[config.mk]
export PLATFORM = sky130hd
export DESIGN_NAME = dmem_arbiter
export DESIGN_NICKNAME = d
export VERILOG_FILES = /design/src/rtl/dmem_arbiter.sv
export SDC_FILE = /design/constraint.sdc
export NUM_CORES = 1
export LEC_CHECK = 0
export CORE_MARGIN = 1.5
export CORE_UTILIZATION = 43
export CTS_BUF_LIST = sky130_fd_sc_hd__clkbuf_8 sky130_fd_sc_hd__clkbuf_16
export DETAILED_ROUTE_END_ITERATION = 10
export PLACE_DENSITY = 0.83
export SLEW_MARGIN = 20
export SYNTH_ARGS = -nofsm -noshare
export SYNTH_HDL_FRONTEND = slang
export SYNTH_SLANG_ARGS = --single-unit
[constraint.sdc]
create_clock -name clk -period 2.55 [get_ports clk]
set_input_delay 0.3825 -clock clk [delete_from_list [all_inputs] [get_ports clk]]
set_output_delay 0.3825 -clock clk [all_outputs]
set_load 0.02 [all_outputs]
[src/rtl/dmem_arbiter.sv]
// Two-requester data-memory arbiter: round-robin grant, one transaction in flight,
// sub-word loads with sign/zero extension and sub-word stores via read-modify-write.
module dmem_arbiter #(
    parameter int unsigned NUM_REQ = 2,
    parameter int unsigned DATA_W  = 32
) (
    input  logic              clk,
    input  logic              rst_n,
    input  logic              r0_req,
    input  logic              r0_we,
    input  logic [DATA_W-1:0] r0_addr,
    input  logic [DATA_W-1:0] r0_wdata,
    input  logic [1:0]        r0_size,
    input  logic              r0_sext,
    output logic              r0_gnt,
    output logic              r0_rvalid,
    output logic [DATA_W-1:0] r0_rdata,
    output logic              r0_err,
    input  logic              r1_req,
    input  logic              r1_we,
    input  logic [DATA_W-1:0] r1_addr,
    input  logic [DATA_W-1:0] r1_wdata,
    input  logic [1:0]        r1_size,
    input  logic              r1_sext,
    output logic              r1_gnt,
    output logic              r1_rvalid,
    output logic [DATA_W-1:0] r1_rdata,
    output logic              r1_err,
    output logic [DATA_W-1:0] mem_addr,
    output logic              mem_we,
    output logic [DATA_W-1:0] mem_wdata,
    input  logic [DATA_W-1:0] mem_rdata
);

    localparam int unsigned OwnerW = $clog2(NUM_REQ);

    typedef enum logic [2:0] {IDLE, RD, RDWAIT, WR, RESP} arbStateT;

    arbStateT          state, stateNext;
    logic [OwnerW-1:0] lastGnt, ownerQ;
    logic [DATA_W-1:0] addrQ, wordQ, respQ;
    logic              weQ, sextQ, errQ;
    logic [1:0]        sizeQ;

    logic              pick0, pick1, anyReq;
    logic              selWe, selSext, selErr;
    logic [DATA_W-1:0] selAddr, selWdata;
    logic [1:0]        selSize;
    logic [DATA_W-1:0] alignedAddr, loadData, merged, mask, ins;
    logic [4:0]        byteShift, halfShift;
    logic [7:0]        byteVal;
    logic [15:0]       halfVal;

    // Round-robin pick and mux of the winning requester's fields
    always_comb begin
        anyReq   = r0_req | r1_req;
        pick0    = r0_req & (~r1_req | (lastGnt != '0));
        pick1    = r1_req & ~pick0;
        selWe    = pick1 ? r1_we    : r0_we;
        selAddr  = pick1 ? r1_addr  : r0_addr;
        selWdata = pick1 ? r1_wdata : r0_wdata;
        selSize  = pick1 ? r1_size  : r0_size;
        selSext  = pick1 ? r1_sext  : r0_sext;
        unique case (selSize)
            2'b00:   selErr = 1'b0;
            2'b01:   selErr = selAddr[0];
            2'b10:   selErr = |selAddr[1:0];
            default: selErr = 1'b1;
        endcase
    end

    // Lane extraction for loads and lane merge for sub-word stores
    always_comb begin
        byteShift = {addrQ[1:0], 3'b000};
        halfShift = {addrQ[1], 4'b0000};
        byteVal   = mem_rdata[byteShift +: 8];
        halfVal   = mem_rdata[halfShift +: 16];
        unique case (sizeQ)
            2'b00: begin
                loadData = {{(DATA_W-8){sextQ & byteVal[7]}}, byteVal};
                mask     = DATA_W'(8'hFF) << byteShift;
                ins      = DATA_W'(wordQ[7:0]) << byteShift;
            end
            2'b01: begin
                loadData = {{(DATA_W-16){sextQ & halfVal[15]}}, halfVal};
                mask     = DATA_W'(16'hFFFF) << halfShift;
                ins      = DATA_W'(wordQ[15:0]) << halfShift;
            end
            default: begin
                loadData = mem_rdata;
                mask     = '1;
                ins      = wordQ;
            end
        endcase
        merged      = (mem_rdata & ~mask) | (ins & mask);
        alignedAddr = {addrQ[DATA_W-1:2], 2'b00};
    end

    // State register
    always_ff @(posedge clk or negedge rst_n) begin
        if (!rst_n) state <= IDLE;
        else        state <= stateNext;
    end

    // Next-state logic and all interface outputs
    always_comb begin
        stateNext = state;
        r0_gnt    = 1'b0;
        r1_gnt    = 1'b0;
        r0_rvalid = 1'b0;
        r1_rvalid = 1'b0;
        r0_rdata  = '0;
        r1_rdata  = '0;
        r0_err    = 1'b0;
        r1_err    = 1'b0;
        mem_addr  = '0;
        mem_we    = 1'b0;
        mem_wdata = '0;
        unique case (state)
            IDLE: begin
                // grants are combinational, so gate them to keep outputs at 0 during reset
                r0_gnt = pick0 & rst_n;
                r1_gnt = pick1 & rst_n;
                if (anyReq) begin
                    if (selErr)                         stateNext = RESP;
                    else if (selWe && selSize == 2'b10) stateNext = WR;
                    else                                stateNext = RD;
                end
            end
            RD: begin
                mem_addr  = alignedAddr;
                stateNext = RDWAIT;
            end
            RDWAIT: begin
                mem_addr  = alignedAddr;
                stateNext = weQ ? WR : RESP;
            end
            WR: begin
                mem_addr  = alignedAddr;
                mem_we    = 1'b1;
                mem_wdata = wordQ;
                stateNext = RESP;
            end
            RESP: begin
                if (ownerQ == '0) begin
                    r0_rvalid = 1'b1;
                    r0_rdata  = respQ;
                    r0_err    = errQ;
                end else begin
                    r1_rvalid = 1'b1;
                    r1_rdata  = respQ;
                    r1_err    = errQ;
                end
                stateNext = IDLE;
            end
            default: stateNext = IDLE;
        endcase
    end

    // Request latch at grant; read-word capture as load result or merged store word
    always_ff @(posedge clk or negedge rst_n) begin
        if (!rst_n) begin
            lastGnt <= OwnerW'(1);
            ownerQ  <= '0;
            addrQ   <= '0;
            wordQ   <= '0;
            respQ   <= '0;
            weQ     <= 1'b0;
            sextQ   <= 1'b0;
            errQ    <= 1'b0;
            sizeQ   <= '0;
        end else if (state == IDLE && anyReq) begin
            lastGnt <= pick1 ? OwnerW'(1) : '0;
            ownerQ  <= pick1 ? OwnerW'(1) : '0;
            addrQ   <= selAddr;
            wordQ   <= selWdata;
            respQ   <= '0;
            weQ     <= selWe;
            sextQ   <= selSext;
            errQ    <= selErr;
            sizeQ   <= selSize;
        end else if (state == RDWAIT) begin
            if (weQ) wordQ <= merged;
            else     respQ <= loadData;
        end
    end

endmodule

==> impl_results.md <==
- Flop and latch count out of synthesis: 106
- Post-synthesis sequential area ratio: 0.393
- Setup TNS: 0 ns
- R2r setup slk: 0.17 ns
- CP Launch Point: state[2]$_DFFE_PN0P_
- Vias in the first global route: 6618
- Startpoint Class: flip-flop
- Period utilization: 0.933
- Synth cell count leaders: nand2_1, and2_1, dfrtp_1
- Most used standard cell by instance count after synthesis: nand2_1
- Critical path class: reg2out
- WP data required: 2.17 ns
- Final WS setup: 0.170 ns
- DRT iter0 DRCs: 683
- Fmax achieved: 420 MHz
- Worst min path class: in2async
- Synth Area per Inst: 8.59 µm²
- Core Footprint: 15300 µm²
- CTS Buf Count: 9
- Total grt overflow: 0
- HPWL after DPL: 17800 µm
- Run status: complete, no violations
- Count of cell types in the netlist: 59
- Hold Violations, Final: 0
- TritonCTS clock tree: built
- Worst Skew: 0.00705 ns
- Top cell type by total area after synthesis: dfrtp_1
- Initial antenna violation count: 0
- Syn-to-layout area delta: 58.1%
- Root Driver: clkbuf_16
- Placed insts: 1260
- Pre-CTS worst setup slack: 0.0962 ns
- Ys async rst share: 1.00
- DRC: 0
- Most area-consuming cells after synthesis: dfrtp_1, and2_1, nand2_1, a22o_1, a31oi_1
- WL/cell: 19.2 µm
- Drt pass-1 iters: 6
- Largest net degree at the start of global routing: 72
- Syn Std Cell Area: 6750 µm²
- Fin nets: 1234
- Slew @ Worst Pin: 0.967 ns
- Die ar.: 16500 µm²
- Final Non-Filler Cells: 1278
- Total wire length: 24600 µm
- PwrDens: 978 nW/µm²
- FF-to-FF path depth: 5
- Max cap viols: 0
- CP endpoint: mem_we
- Met2 WL: 12600 µm
- Maximum vdd drop: 650 µV
- N_diodes: 0
- Worst slew margin: 0.354
- Fin area: 10700 µm²
- I/O pins: 307
- Final setup viols: 0
- FILL cells: 1210
- Clk_lat worst skew: 0.36 ns
- Leak pwr: 6.06 nW
- Post-DP Area: 10100 µm²
- CTS max path bufs: 2
- Die Ht: 128 µm
- Min Tclk post-route: 2.38 ns
- GRT Total Usage: 0.292
- EDFF count, synth: 0
- Met3 WL: 1870 µm
- M1 WL: 9480 µm
- Cells after synthesis: 786
- PortBufs: 304
- Setup crit end kind: output port
- Critical path arrival: 2.00 ns
- Unrepaired setup endpoints after global routing: false
- Die Wd: 128 µm
- Share of the synthesized area in the top cell type: 0.389
- Ys Warns: 0
- Initial core utilization: 0.443
- Sinks on Clock Net: 106
- R2R Path Start: addrQ[1]$_DFFE_PN0P_
- Max Slew Vio Count: 0
- Placement Rows: 45
- Final GP Congestion: 0.914
- WHS: 0.113 ns
- Via density: 5.65
- DR top layer: met4
- H-tree levels: 3
- Max FO, Critical Path: 33
- Post-route ant nets: 0
- Proportion of layout cells with a drive suffix above 1: 0.0937
- First-pass GRT wire length: 36900 µm
- Ys flop type: dfrtp_1
- Total number of vias: 7221
- Reg clk slew, reported paths: 0.07 ns
[layer usage]
metal	up-vias	GRT usage
li1	3362	-
met1	3429	0.362
met2	375	0.514
met3	55	0.0568
met4	0	0.0939
met5	-	0
[worst max-delay path: stages (launching register included)]
cell             delay [ns]
dfrtp_2                0.45
inv_1                  0.14
and3_1                 0.24
buf_12                 0.18
clkdlybuf4s50_1        0.62
[cell families (layout without fill, tap and decap cells)]
logic type,after synthesis,count (layout),synth area share
flip-flops,106,106,0.393
other,1,2,0.000555
AO/OA/AOI/OAI,213,213,0.242
multiplexers,21,21,0.0350
AND/OR/NAND/NOR,367,367,0.280
buffers and inverters,78,358,0.0497
[how the worst min path moves through the flow]
stage / startpoint / endpoint / slack [ns] / cells after the start
after floorplan: rst_n / asynchronous set/reset pin / 0.09 / 0
final: rst_n / addrQ[2]$_DFFE_PN0P_ / 0.11 / 2
after global routing: rst_n / addrQ[0]$_DFFE_PN0P_ / 0.16 / 2
after CTS: rst_n / respQ[2]$_DFFE_PN0P_ / 0.13 / 2
after detailed placement: flip-flop / flip-flop / 0.46 / 2
after global placement: flip-flop / flip-flop / 0.45 / 2
[final cells by class]
cell class                 count  area [µm²]  area share
timing repair buffer         336        3580       0.335
sequential                   106        2660       0.249
clock buffer                  10         239      0.0224
tap                          211         264      0.0247
multi-input combinational    603        3800       0.356
clock inverter                 6         113      0.0106
inverter                       6        22.5     0.00211
[stage by stage]
step / util / total power [mW]
6_report: 0.699 / 10.4
5_1_grt: 0.699 / 11.1
4_1_cts: 0.685 / 10.5
3_5_place_dp: 0.663 / 8.81
3_3_place_gp: 0.663 / 8.67
2_1_floorplan: - / 6.45
[power breakdown]
part           internal, mW  leakage (nW)  switching, mW  total [mW]
registers              2.46          1.32          0.688        3.15
logic                  2.55          4.57           3.09        5.64
clock network         0.991         0.173          0.658        1.65
[cells in the final DEF (no fill, tap or decap), types with 9 or more instances in the layout]
| master | netlist | final |
|---|---|---|
| o21ai_0 | 15 | 15 |
| o2bb2ai_1 | 16 | 16 |
| clkdlybuf4s50_1 | 0 | 174 |
| buf_12 | 0 | 10 |
| mux2i_1 | 9 | 9 |
| buf_4 | 2 | 23 |
| mux2_2 | 11 | 11 |
| dlymetal6s2s_1 | 0 | 87 |
| and3_1 | 10 | 10 |
| a221o_2 | 10 | 10 |
| a22o_1 | 32 | 32 |
| dfrtp_1 | 105 | 102 |
| nor2_1 | 48 | 48 |
| and2_1 | 130 | 129 |
| dlygate4sd2_1 | 0 | 40 |
| o31ai_1 | 9 | 9 |
| nand3_1 | 11 | 11 |
| nand2_1 | 137 | 137 |
| clkbuf_16 | 0 | 9 |
| a31oi_1 | 44 | 44 |
| a21oi_1 | 17 | 17 |
| a22oi_1 | 16 | 15 |
[timing repair]
item                       CTS  global route
setup endpoints to repair   45            88
hold buffers                 0             0
setup buffers                1             0
resized for setup           46            88
pin swaps                    1             0
cloned                       1             0
Power figures use the tool's default switching activity.
